<file path="src/rtl/mips_isa_pkg.sv">
// MIPS I-type opcodes, field positions and constant classes.
// Shared by li_classify and li_expander; no ports.
package mips_isa_pkg;

  localparam logic [5:0] OP_ADDIU = 6'h09;
  localparam logic [5:0] OP_ORI   = 6'h0D;
  localparam logic [5:0] OP_LUI   = 6'h0F;

  localparam int OPC_LSB = 26;
  localparam int RS_LSB  = 21;
  localparam int RT_LSB  = 16;
  localparam int IMM_LSB = 0;

  localparam int OPC_W = 6;
  localparam int REG_W = 5;
  localparam int IMM_W = 16;

  typedef enum logic [1:0] {
    FIT_S,
    FIT_U,
    WIDE
  } li_class_e;

  function automatic logic [31:0] itype(
    input logic [OPC_W-1:0] op,
    input logic [REG_W-1:0] rs,
    input logic [REG_W-1:0] rt,
    input logic [IMM_W-1:0] imm
  );
    logic [31:0] w;
    w = '0;
    w[OPC_LSB +: OPC_W] = op;
    w[RS_LSB  +: REG_W] = rs;
    w[RT_LSB  +: REG_W] = rt;
    w[IMM_LSB +: IMM_W] = imm;
    return w;
  endfunction

endpackage

</file>
<file path="src/rtl/li_expander_if.sv">
// Request (in_*) and instruction-word (out_*) valid/ready bundle.
// master: request source / word sink; slave: li_expander.
interface li_expander_if;

  logic        in_valid;
  logic        in_ready;
  logic [4:0]  in_rt;
  logic [31:0] in_imm;

  logic        out_valid;
  logic        out_ready;
  logic [31:0] out_instr;
  logic        out_last;

  modport master (
    output in_valid,
    output in_rt,
    output in_imm,
    output out_ready,
    input  in_ready,
    input  out_valid,
    input  out_instr,
    input  out_last
  );

  modport slave (
    input  in_valid,
    input  in_rt,
    input  in_imm,
    input  out_ready,
    output in_ready,
    output out_valid,
    output out_instr,
    output out_last
  );

endinterface

</file>
<file path="src/rtl/li_classify.sv">
// Combinational class of a 32-bit constant for a 16-bit immediate.
// imm_i -> cls_o (FIT_S/FIT_U/WIDE), two_o (WIDE needs trailing ORI).
module li_classify
  import mips_isa_pkg::*;
(
  input  logic [31:0] imm_i,
  output li_class_e   cls_o,
  output logic        two_o
);

  logic fit_s;
  logic fit_u;

  // Sign-extension round trip needs bits 31..15 identical.
  assign fit_s = (&imm_i[31:15]) | ~(|imm_i[31:15]);
  assign fit_u = ~fit_s & ~(|imm_i[31:16]);

  always_comb begin
    cls_o = WIDE;
    unique case (1'b1)
      fit_s:   cls_o = FIT_S;
      fit_u:   cls_o = FIT_U;
      default: cls_o = WIDE;
    endcase
  end

  assign two_o = (cls_o == WIDE) & (|imm_i[15:0]);

endmodule

</file>
<file path="src/rtl/li_expander.sv">
// Expands a load-immediate request into ADDIU, ORI, or LUI(+ORI).
// Ports: clk, reset (sync, high), bus (slave), instr_count.
module li_expander
  import mips_isa_pkg::*;
#(
  parameter int CNT_W = 16
) (
  input  logic             clk,
  input  logic             reset,
  li_expander_if.slave     bus,
  output logic [CNT_W-1:0] instr_count
);

  typedef enum logic [1:0] {
    IDLE,
    EMIT1,
    EMIT2
  } state_e;

  state_e     state_q;
  logic       in_ready_q;
  logic       out_valid_q;
  logic [31:0] out_instr_q;
  logic       out_last_q;
  logic [31:0] word2_q;
  logic [CNT_W-1:0] cnt_q;

  li_class_e  cls;
  logic       two;
  logic [31:0] word1_d;
  logic [31:0] word2_d;
  logic       last1_d;
  logic       accept;

  li_classify u_cls (
    .imm_i (bus.in_imm),
    .cls_o (cls),
    .two_o (two)
  );

  always_comb begin
    word1_d = '0;
    unique case (cls)
      FIT_S: word1_d = itype(OP_ADDIU, 5'd0,
                             bus.in_rt,
                             bus.in_imm[15:0]);
      FIT_U: word1_d = itype(OP_ORI, 5'd0,
                             bus.in_rt,
                             bus.in_imm[15:0]);
      WIDE:  word1_d = itype(OP_LUI, 5'd0,
                             bus.in_rt,
                             bus.in_imm[31:16]);
      default: word1_d = '0;
    endcase
  end

  // Second half ORs the low bits into the LUI result.
  assign word2_d = itype(OP_ORI, bus.in_rt,
                         bus.in_rt,
                         bus.in_imm[15:0]);
  assign last1_d = ~two;
  assign accept  = out_valid_q & bus.out_ready;

  always_ff @(posedge clk) begin
    if (reset) begin
      state_q     <= IDLE;
      in_ready_q  <= 1'b1;
      out_valid_q <= 1'b0;
      out_instr_q <= '0;
      out_last_q  <= 1'b0;
      word2_q     <= '0;
      cnt_q       <= '0;
    end else begin
      unique case (state_q)
        IDLE: begin
          if (bus.in_valid) begin
            state_q     <= EMIT1;
            in_ready_q  <= 1'b0;
            out_valid_q <= 1'b1;
            out_instr_q <= word1_d;
            out_last_q  <= last1_d;
            word2_q     <= word2_d;
          end
        end
        EMIT1: begin
          if (bus.out_ready) begin
            if (out_last_q) begin
              state_q     <= IDLE;
              in_ready_q  <= 1'b1;
              out_valid_q <= 1'b0;
            end else begin
              state_q     <= EMIT2;
              out_instr_q <= word2_q;
              out_last_q  <= 1'b1;
            end
          end
        end
        EMIT2: begin
          if (bus.out_ready) begin
            state_q     <= IDLE;
            in_ready_q  <= 1'b1;
            out_valid_q <= 1'b0;
          end
        end
        default: begin
          state_q     <= IDLE;
          in_ready_q  <= 1'b1;
          out_valid_q <= 1'b0;
        end
      endcase
      if (accept) begin
        cnt_q <= cnt_q + CNT_W'(1);
      end
    end
  end

  assign bus.in_ready  = in_ready_q;
  assign bus.out_valid = out_valid_q;
  assign bus.out_instr = out_instr_q;
  assign bus.out_last  = out_last_q;
  assign instr_count   = cnt_q;

endmodule

</file>
<file path="src/flat_wrapper.sv">
// flat-port wrapper written by rule: the top's interface ports become plain ports
module li_expander_flat import mips_isa_pkg::*;
#(
  parameter int CNT_W = 16
)
  (clk, reset, instr_count, bus_in_valid, bus_in_rt, bus_in_imm, bus_out_ready, bus_in_ready, bus_out_valid, bus_out_instr, bus_out_last);
  li_expander_if bus_i ();
  input  logic clk;
  input  logic reset;
  output logic [CNT_W-1:0] instr_count;
  input wire logic [$bits(bus_i.in_valid)-1:0] bus_in_valid;
  input wire logic [$bits(bus_i.in_rt)-1:0] bus_in_rt;
  input wire logic [$bits(bus_i.in_imm)-1:0] bus_in_imm;
  input wire logic [$bits(bus_i.out_ready)-1:0] bus_out_ready;
  output wire logic [$bits(bus_i.in_ready)-1:0] bus_in_ready;
  output wire logic [$bits(bus_i.out_valid)-1:0] bus_out_valid;
  output wire logic [$bits(bus_i.out_instr)-1:0] bus_out_instr;
  output wire logic [$bits(bus_i.out_last)-1:0] bus_out_last;
  assign bus_i.in_valid = bus_in_valid;
  assign bus_i.in_rt = bus_in_rt;
  assign bus_i.in_imm = bus_in_imm;
  assign bus_i.out_ready = bus_out_ready;
  assign bus_in_ready = bus_i.in_ready;
  assign bus_out_valid = bus_i.out_valid;
  assign bus_out_instr = bus_i.out_instr;
  assign bus_out_last = bus_i.out_last;
  li_expander #(.CNT_W(CNT_W)) u_core (.clk(clk), .reset(reset), .bus(bus_i), .instr_count(instr_count));
endmodule
</file>
<file path="config.mk">
export PLATFORM = sky130hd
export DESIGN_NAME = li_expander_flat
export DESIGN_NICKNAME = d
export VERILOG_FILES = /design/src/rtl/mips_isa_pkg.sv /design/src/rtl/li_expander_if.sv /design/src/rtl/li_classify.sv /design/src/rtl/li_expander.sv /design/src/flat_wrapper.sv
export SDC_FILE = /design/constraint.sdc
export NUM_CORES = 1
export LEC_CHECK = 0
export CORE_MARGIN = 2
export CORE_UTILIZATION = 49
export DETAILED_ROUTE_END_ITERATION = 8
export PLACE_DENSITY = 0.81
export SLEW_MARGIN = 20
export SYNTH_ARGS = -nofsm -noshare
export SYNTH_HDL_FRONTEND = slang
export SYNTH_HIERARCHICAL = 1
export SYNTH_SLANG_ARGS = --single-unit
</file>
<file path="constraint.sdc">
create_clock -name clk -period 2.9 [get_ports clk]
set_input_delay 0.29 -clock clk [delete_from_list [all_inputs] [get_ports clk]]
set_output_delay 0.29 -clock clk [all_outputs]
set_load 0.1 [all_outputs]
</file>
Word-level counts from Yosys, hierarchy flattened

Index checks and enable logic that the tools add are counted.

Equality and inequality tests: 9
Bitwise gates (word level): 8
Add/sub/neg operators: 1
Mux-type cells: 23
Reductions and logical operators: 12

Operators by type and width:

| cell                  | count |
|---|---|
| $mux 32               | 3 |
| $pmux 30 s3           | 1 |
| $pmux 32 s2           | 1 |
| $reduce_or 16->1      | 2 |
| $reduce_and 17->1     | 1 |
| $reduce_or 17->1      | 1 |
| $add 16x1->16 const B | 1 |
| $mux 1                | 9 |
| $mux 2                | 4 |
| $ne 2x2->1 const B    | 4 |
| $reduce_and 4->1      | 2 |
| $pmux 1 s3            | 2 |
| $pmux 2 s3            | 1 |
| $reduce_and 3->1      | 2 |
| $eq 2x1->1 const B    | 2 |
| $eq 2x2->1 const B    | 2 |
| $logic_not 2->1       | 2 |
| $not 1->1             | 4 |
| $pmux 2 s2            | 1 |
| $and 1x1->1           | 3 |
| $ne 2x1->1 const B    | 1 |
| $pmux 1 s2            | 1 |
| $reduce_and 2->1      | 1 |
| $reduce_bool 2->1     | 1 |
| $or 1x1->1            | 1 |

Register bits: 80

Depth between registers and ports, before layout

Gate-level depths: netlist (run 1).

Word-level depth: 11
Mapped depth: 11
Mapped depth without buffers: 9

By module

Netlist (run 1), hierarchy kept.

By module, submodules not included:

| module      | area an instance (um^2) | times used | cells an instance |
|---|---|---|---|
| li_expander | 3402.0                  | 1          | 394 |
| li_classify | 121.4                   | 1          | 19 |

Least setup slack after synthesis (run 1)

No wires, ideal clock.

Kind: input to register
From: input port bus_in_imm[20]
To: register u_core.out_instr_q[10], in the netlist u_core/bus.out_instr[10]
Path buffers: 2
Path slack: 613 ps
Stages: 11
Arrival time: 2155 ps
Data required time: 2768 ps
Path through: nor4_1 and4_1 and2_1 inv_1 ha_1 or2_1 buf_2 buf_6 a22o_1 a221oi_2 nor3_1

Cells in the longest elaborated chain, start to end: 10
Elaborated cells on any way between the ends: 15
Those cells by class: eq/ne (2); mux (4); bitwise (5); reduce/logical (4)

Ends and longest elaborated chain:

| element                            | RTL line           | text |
|---|---|---|
| start, declared                    | flat_wrapper.sv:13 | `input wire logic [$bits(bus_i.in_imm)-1:0] bus_in_imm;` |
| $reduce_or 17->1                   | li_classify.sv:15  | `assign fit_s = (&imm_i[31:15]) \| ~(\|imm_i[31:15]);` |
| $not 1->1                          | li_classify.sv:15  |  |
| $or 1x1->1                         | li_classify.sv:15  |  |
| $not 1->1                          | li_classify.sv:16  | `assign fit_u = ~fit_s & ~(\|imm_i[31:16]);` |
| $and 1x1->1                        | li_classify.sv:16  |  |
| $pmux 2 s2 *                       | li_classify.sv:20  | `unique case (1'b1)` |
| net u_core.cls[0]                  | li_expander.sv:28  | `li_class_e cls;` |
| $eq 2x2->1 (tied with other cells) | li_expander.sv:43  | `unique case (cls)` |
| $pmux 30 s3 *                      | li_expander.sv:43  |  |
| $mux 32 *                          | li_expander.sv:76  | `if (bus.in_valid) begin` |
| $pmux 32 s2 *                      | li_expander.sv:74  | `unique case (state_q)` |
| end signal, assigned               | li_expander.sv:80  | `out_instr_q <= word1_d;` |
| end signal, assigned               | li_expander.sv:93  | `out_instr_q <= word2_q;` |
| end, declared                      | li_expander.sv:23  | `logic [31:0] out_instr_q;` |

The timed path passes the listed nets; every way through them passes the cells marked *. The select of a mux whose other input is x is not followed.
A chain may end at the register's enable or synchronous reset.

Final worst setup path (run 1)

From: input port bus_in_imm[17]
To: register u_core.out_instr_q[1], in the netlist u_core/bus.out_instr[1]

The elaborated chain is that of the path after synthesis.

==> results of run 1 <==
-- registers in the layout (all words and copies together), names as in the netlist --
| signal | cells |
|---|---|
| u_core/state_q | 2 |
| u_core/bus.out_last | 1 |
| u_core/instr_count | 16 |
| u_core/bus.out_instr | 29 |
| u_core/bus.in_ready | 1 |
| u_core/word2_q | 22 |
| u_core/bus.out_valid | 1 |
-- cells by family (layout without fill, tap and decap cells) --
| kind of cell | count (synthesis) | count (layout) | synth area share |
|---|---|---|---|
| buf+inv | 41 | 134 | 0.0593 |
| simple gates | 195 | 195 | 0.290 |
| fa+ha+maj | 5 | 5 | 0.0178 |
| compound gates | 85 | 85 | 0.186 |
| other cells | 1 | 2 | 0.00106 |
| mux | 3 | 3 | 0.00923 |
| xor+xnor | 11 | 11 | 0.0273 |
| flops | 72 | 72 | 0.409 |
-- what timing repair did --
item / in CTS / in global routing
buffers inserted: 0 / 0
resized for setup: 0 / 1
setup endpoints to repair: 0 / 3
-- area by class of cell --
type                       instances  area, um2
clock inverter                     5       31.3
sequential                        72       1440
tap                               96        120
multi-input combinational        301       1890
timing repair buffer             111        928
inverter                           7       26.3
fill                             598       2290
clock buffer                      11        141
-- path summary, 6_finish.rpt --
path,slack [ns],end,depth (start not counted),start
worst max-delay path,0.30,u_core/bus.out_instr[1]$_SDFFE_PP0P_,11,bus_in_imm[17]
worst min-delay path,0.32,u_core/instr_count[7]$_SDFFE_PP0P_,2,reset
worst min register to register,0.45,u_core/word2_q[15]$_SDFFE_PP0P_,2,u_core/word2_q[15]$_SDFFE_PP0P_
worst max register to register,0.88,u_core/bus.out_instr[2]$_SDFFE_PP0P_,4,u_core/state_q[0]$_SDFFE_PP0P_
-- routing by layer --
metal | GRT usage | up-vias | wire length, um
met3 | 0.0485 | 11 | 667
met1 | 0.324 | 1605 | 4150
met4 | 0.0826 | 0 | 90
li1 | - | 1637 | -
met2 | 0.389 | 124 | 4410
met5 | 0 | - | 0
-- cells in the final DEF (no fill, tap or decap), types with 3 or more instances in the layout --
cell	synthesis	routed
a22o_1	16	16
clkinv_2	0	3
a221oi_2	10	10
nor2_1	44	44
dfxtp_1	72	72
nor4_2	4	4
o21ai_0	5	5
clkbuf_8	0	10
xnor2_1	9	9
buf_4	8	71
nand4_1	4	4
nand2_1	56	56
a221oi_1	11	11
nor4_1	9	9
a21oi_1	34	34
nand2b_1	20	20
clkdlybuf4s50_1	0	39
ha_1	5	5
nand3_1	12	12
inv_1	7	7
nor3_1	25	25
-- metrics by stage --
| step | instance area [um2] | hold WS, ns |
|---|---|---|
| detailed placement | 4400 | 0.441 |
| global route | 4580 | 0.328 |
| floorplan | 3530 | 0.426 |
| CTS | 4570 | 0.312 |
| finish | 4580 | 0.324 |
| global placement | 4400 | 0.437 |
-- where the power goes --
part	total, uW	internal [uW]	leakage, uW	switching (uW)
clock network	713	333	0.0000895	380
registers	1100	1060	0.000591	46.1
logic	799	223	0.00112	576
total	2610	1610	0.00180	1000
==> reports/results.tsv, run 1 <==
metric	value	unit
GR Util All Layers	0.242	
share of cells above drive strength 1	0.217	
synthesis-to-finish area growth	29.9	%
LEAKAGE	0.00180	uW
Clock Tree Root	clkbuf_8	
status	completed	
vias in the first global route	3145	
Die Width	88.8	um
H-tree levels	3	
Clock Skew	0.0114	ns
Setup Viol. Count Final	0	
clock tree buffer depth	2	
Initial Utilization	0.513	
CTS tree	yes	
final std cells w/o fill	603	
Mapped Cells	413	
top cell type's share of synthesized area	0.409	
Clock transition at path regs	0.08	ns
CP max stage delay	0.45	ns
number of diodes	0	
Cell variety after synth	47	
hold crit path type	input pin to flop	
port buffer count	89	
Final nets	548	
antenna violations before repair	0	
min cycle time layout	2.60	ns
nature of the critical path startpoint	input pin	
CTS buffer count	9	
pin count of the biggest net entering global routing	35	
critical path type	input pin to flop	
global-route wire length before repair	15000	um
Commonest cells post-synth	dfxtp_1, nand2_1, nor2_1	
YS warnings	6	
die height	88.8	um
Ports	92	
CP required	3.12	ns
Synth Cell Area	3520	um2
Post-synth EDFFs	0	
Mean Syn Cell Area	8.53	um2
cell breakdown of the critical path	clkdlybuf4s50_1, nor4_1, and4_1, and2_1, inv_1, ha_1, or2_1, buf_4, a22o_1, a221oi_1, nor3_1	
Sinks on Clock Net	72	
worst-path fanout max	6	
critical path arrival	2.83	ns
worst skew pair latency	0.34	ns
Max-Cap Viols	0	
RSZ-0062 raised after global routing	no	
pwr dens	571	nW/um2
Seq cells post-synth	72	
Vias per Instance	5.60	
WP buf/inv	3	
Most used DFF post-synth	dfxtp_1	
Final WS setup	0.295	ns
wirelength, routed	9320	um
Cell Rows	30	
Die Area	7880	um2
DRC	0	
placed wire-length estimate	6480	um
DR vias	3377	
Final Cycle Share	0.898	
Final Slew Violations	0	
post-synth top area cell	dfxtp_1	
grt ovf	0	
max_slew headroom	0.470	
total power	2610	uW
asr flop ratio synth	0	
top-count cell post-synth	dfxtp_1	
Setup TNS Final	0	ns
DRT iter0 DRCs	191	
area of the core	6870	um2
final hold vios	0	
fmax	0.384	GHz
GP Congestion	0.854	
endpoint class of the critical path	flop	
CP delay by family, top	simple AND/OR/NAND/NOR gates	
cell at the slowest stage of the critical path	clkdlybuf4s50_1	
DP Worst Slack	-0.206	ns
Worst Tran Pin Value	0.795	ns
Peak VDD IR	370	uV
Finished Core Util	0.666	
Antenna Nets Post-Route	0	
mean routed wirelength per cell	15.5	um
Post-CTS Hold Buffers	0	
sequential area share after synthesis	0.409	
top post-synthesis cells by area	dfxtp_1, nand2_1, a21oi_1	
Pre-Repair DR Iteration Count	5	
placed insts	587	
Note: power is estimated with default switching activity, not from simulation.
==> inputs of run 2 (changes only) <==
--- a/config.mk
+++ b/config.mk
@@ -5,6 +5,7 @@
 export SDC_FILE = /design/constraint.sdc
 export NUM_CORES = 1
 export LEC_CHECK = 0
+export ABC_CLOCK_PERIOD_IN_PS = 2900
 export CORE_MARGIN = 2
 export CORE_UTILIZATION = 49
 export DETAILED_ROUTE_END_ITERATION = 8
==> results of run 2 <==
Same layout as run 1: the final DEF is identical, and so are final timing and power.
==> inputs of run 3 (changes only) <==
==> constraint.sdc (replaced) <==
create_clock -name clk -period 2.9 [get_ports clk]
set_input_delay 0.29 -clock clk [delete_from_list [all_inputs] [get_ports clk]]
set_output_delay 0.29 -clock clk [all_outputs]
set_load 0.05 [all_outputs]
==> reports/results.tsv, run 3 (same netlist as run 1, synthesis figures left out) <==
metric	value	unit
min cycle time layout	2.72	ns
endpoint class of the critical path	flop	
most frequent cells in the layout	clkdlybuf4s50_1, dfxtp_1, nand2_1, nor2_1, a21oi_1	
max_slew headroom	0.379	
post-route cell area	4720	um2
most common cell after layout, fill and taps aside	clkdlybuf4s50_1	
cell breakdown of the critical path	clkdlybuf4s50_1, nor4_1, and4_1, and2_1, inv_1, ha_1, or2_1, buf_4, a22o_1, a221oi_2, nor3_1	
Die Area	7880	um2
CP required	3.10	ns
final hold vios	0	
port buffer count	89	
antenna violations before repair	0	
worst skew pair latency	0.35	ns
Die Width	88.8	um
DRC	0	
Clock transition at path regs	0.08	ns
Initial Utilization	0.513	
Final nets	546	
Max-Cap Viols	0	
CP delay by family, top	simple AND/OR/NAND/NOR gates	
nature of the critical path startpoint	input pin	
DRT iter0 DRCs	159	
Peak VDD IR	359	uV
area of the core	6870	um2
fmax	0.368	GHz
CTS tree	yes	
Final Slew Violations	0	
total power	2530	uW
Min Hold Slack	0.452	ns
DP Area	4520	um2
area occupied by multi-input gates	1890	um2
pwr dens	536	nW/um2
DR vias	3361	
WP buf/inv	3	
synthesis-to-finish area growth	34.1	%
CP max stage delay	0.42	ns
critical path arrival	2.91	ns
Finished Core Util	0.688	
register area	1440	um2
setup bufs post-CTS	0	
pin count of the biggest net entering global routing	52	
hold crit path type	flop to flop	
Vias per Instance	5.59	
Clock Tree Root	clkbuf_8	
Setup Viol. Count Final	0	
clock tree buffer depth	2	
grt ovf	0	
Cell Rows	30	
GR Util All Layers	0.251	
critical path type	input pin to flop	
vias in the first global route	3308	
LEAKAGE	0.00173	uW
Antenna Nets Post-Route	0	
worst-path fanout max	10	
Clock Skew	0.00625	ns
Ports	92	
H-tree levels	3	
number of diodes	0	
RSZ-0062 raised after global routing	no	
Largest register FFs	29	
Resized Gates After CTS	0	
share of cells above drive strength 1	0.117	
wirelength, routed	9420	um
placed wire-length estimate	6670	um
status	completed	
Setup TNS Final	0	ns
GP Congestion	0.895	
FILL cells	588	
Post-CTS Hold Buffers	0	
CTS buffer count	9	
cell at the slowest stage of the critical path	clkdlybuf4s50_1	
mean routed wirelength per cell	15.7	um
Worst Tran Pin Value	0.932	ns
Sinks on Clock Net	72	
Pre-Repair DR Iteration Count	4	
Final Cycle Share	0.937	
global-route wire length before repair	15300	um
die height	88.8	um
==> run 3: cell count changes in the layout (fill, tap and decap cells not counted) <==
cell and delta:
inv_6 -1, clkinv_4 +1, clkdlybuf4s50_1 +49, buf_12 +1
clkinv_2 -1, bufinv_16 +1, buf_4 -52
==> run 3: worst paths after layout <==
check,from,end,slack [ns],depth (start not counted)
setup / recovery,bus_in_imm[28],u_core/bus.out_instr[12]$_SDFFE_PP0P_,0.18,11
hold / removal,u_core/word2_q[1]$_SDFFE_PP0P_,u_core/word2_q[1]$_SDFFE_PP0P_,0.45,2
setup reg to reg,u_core/state_q[0]$_SDFFE_PP0P_,u_core/bus.out_instr[26]$_SDFFE_PP0P_,0.83,4
hold reg to reg,u_core/word2_q[1]$_SDFFE_PP0P_,u_core/word2_q[1]$_SDFFE_PP0P_,0.45,2
==> run 3: final cells by class <==
type | count | area share
multi-input cells | 301 | 0.400
flip-flops and latches | 72 | 0.305
repair buffers | 109 | 0.222
clock buffers | 11 | 0.0299
well taps | 96 | 0.0254
clock inverters | 5 | 0.0119
inverters | 7 | 0.00556
==> run 3: power breakdown <==
| group | switching (uW) | internal (uW) | leakage [uW] | total [uW] |
|---|---|---|---|---|
| registers | 45.0 | 1060 | 0.000591 | 1100 |
| clock network | 374 | 419 | 0.0000993 | 794 |
| logic | 394 | 243 | 0.00104 | 638 |
| total | 814 | 1720 | 0.00173 | 2530 |
==> run 3: worst min-delay path: stages, from the launching register on <==
cell and delay [ns]:
dfxtp_1 0.31, nand2_1 0.05, a21oi_1 0.05
==> run 3: routing by layer <==
layer	vias to the layer above	GRT usage	wire (um)
met5	-	0	0
met4	0	0.105	177
met3	19	0.0672	673
met2	132	0.411	4570
met1	1578	0.311	4000
li1	1632	-	-
==> run 3: per-stage QoR <==
| step | std cells | worst slack (ns) |
|---|---|---|
| detailed placement | 585 | -0.176 |
| global route | 601 | 0.0963 |
| global placement | 585 | -0.0304 |
| finish | 601 | 0.181 |
| CTS | 601 | 0.153 |
| floorplan | 414 | 0.613 |
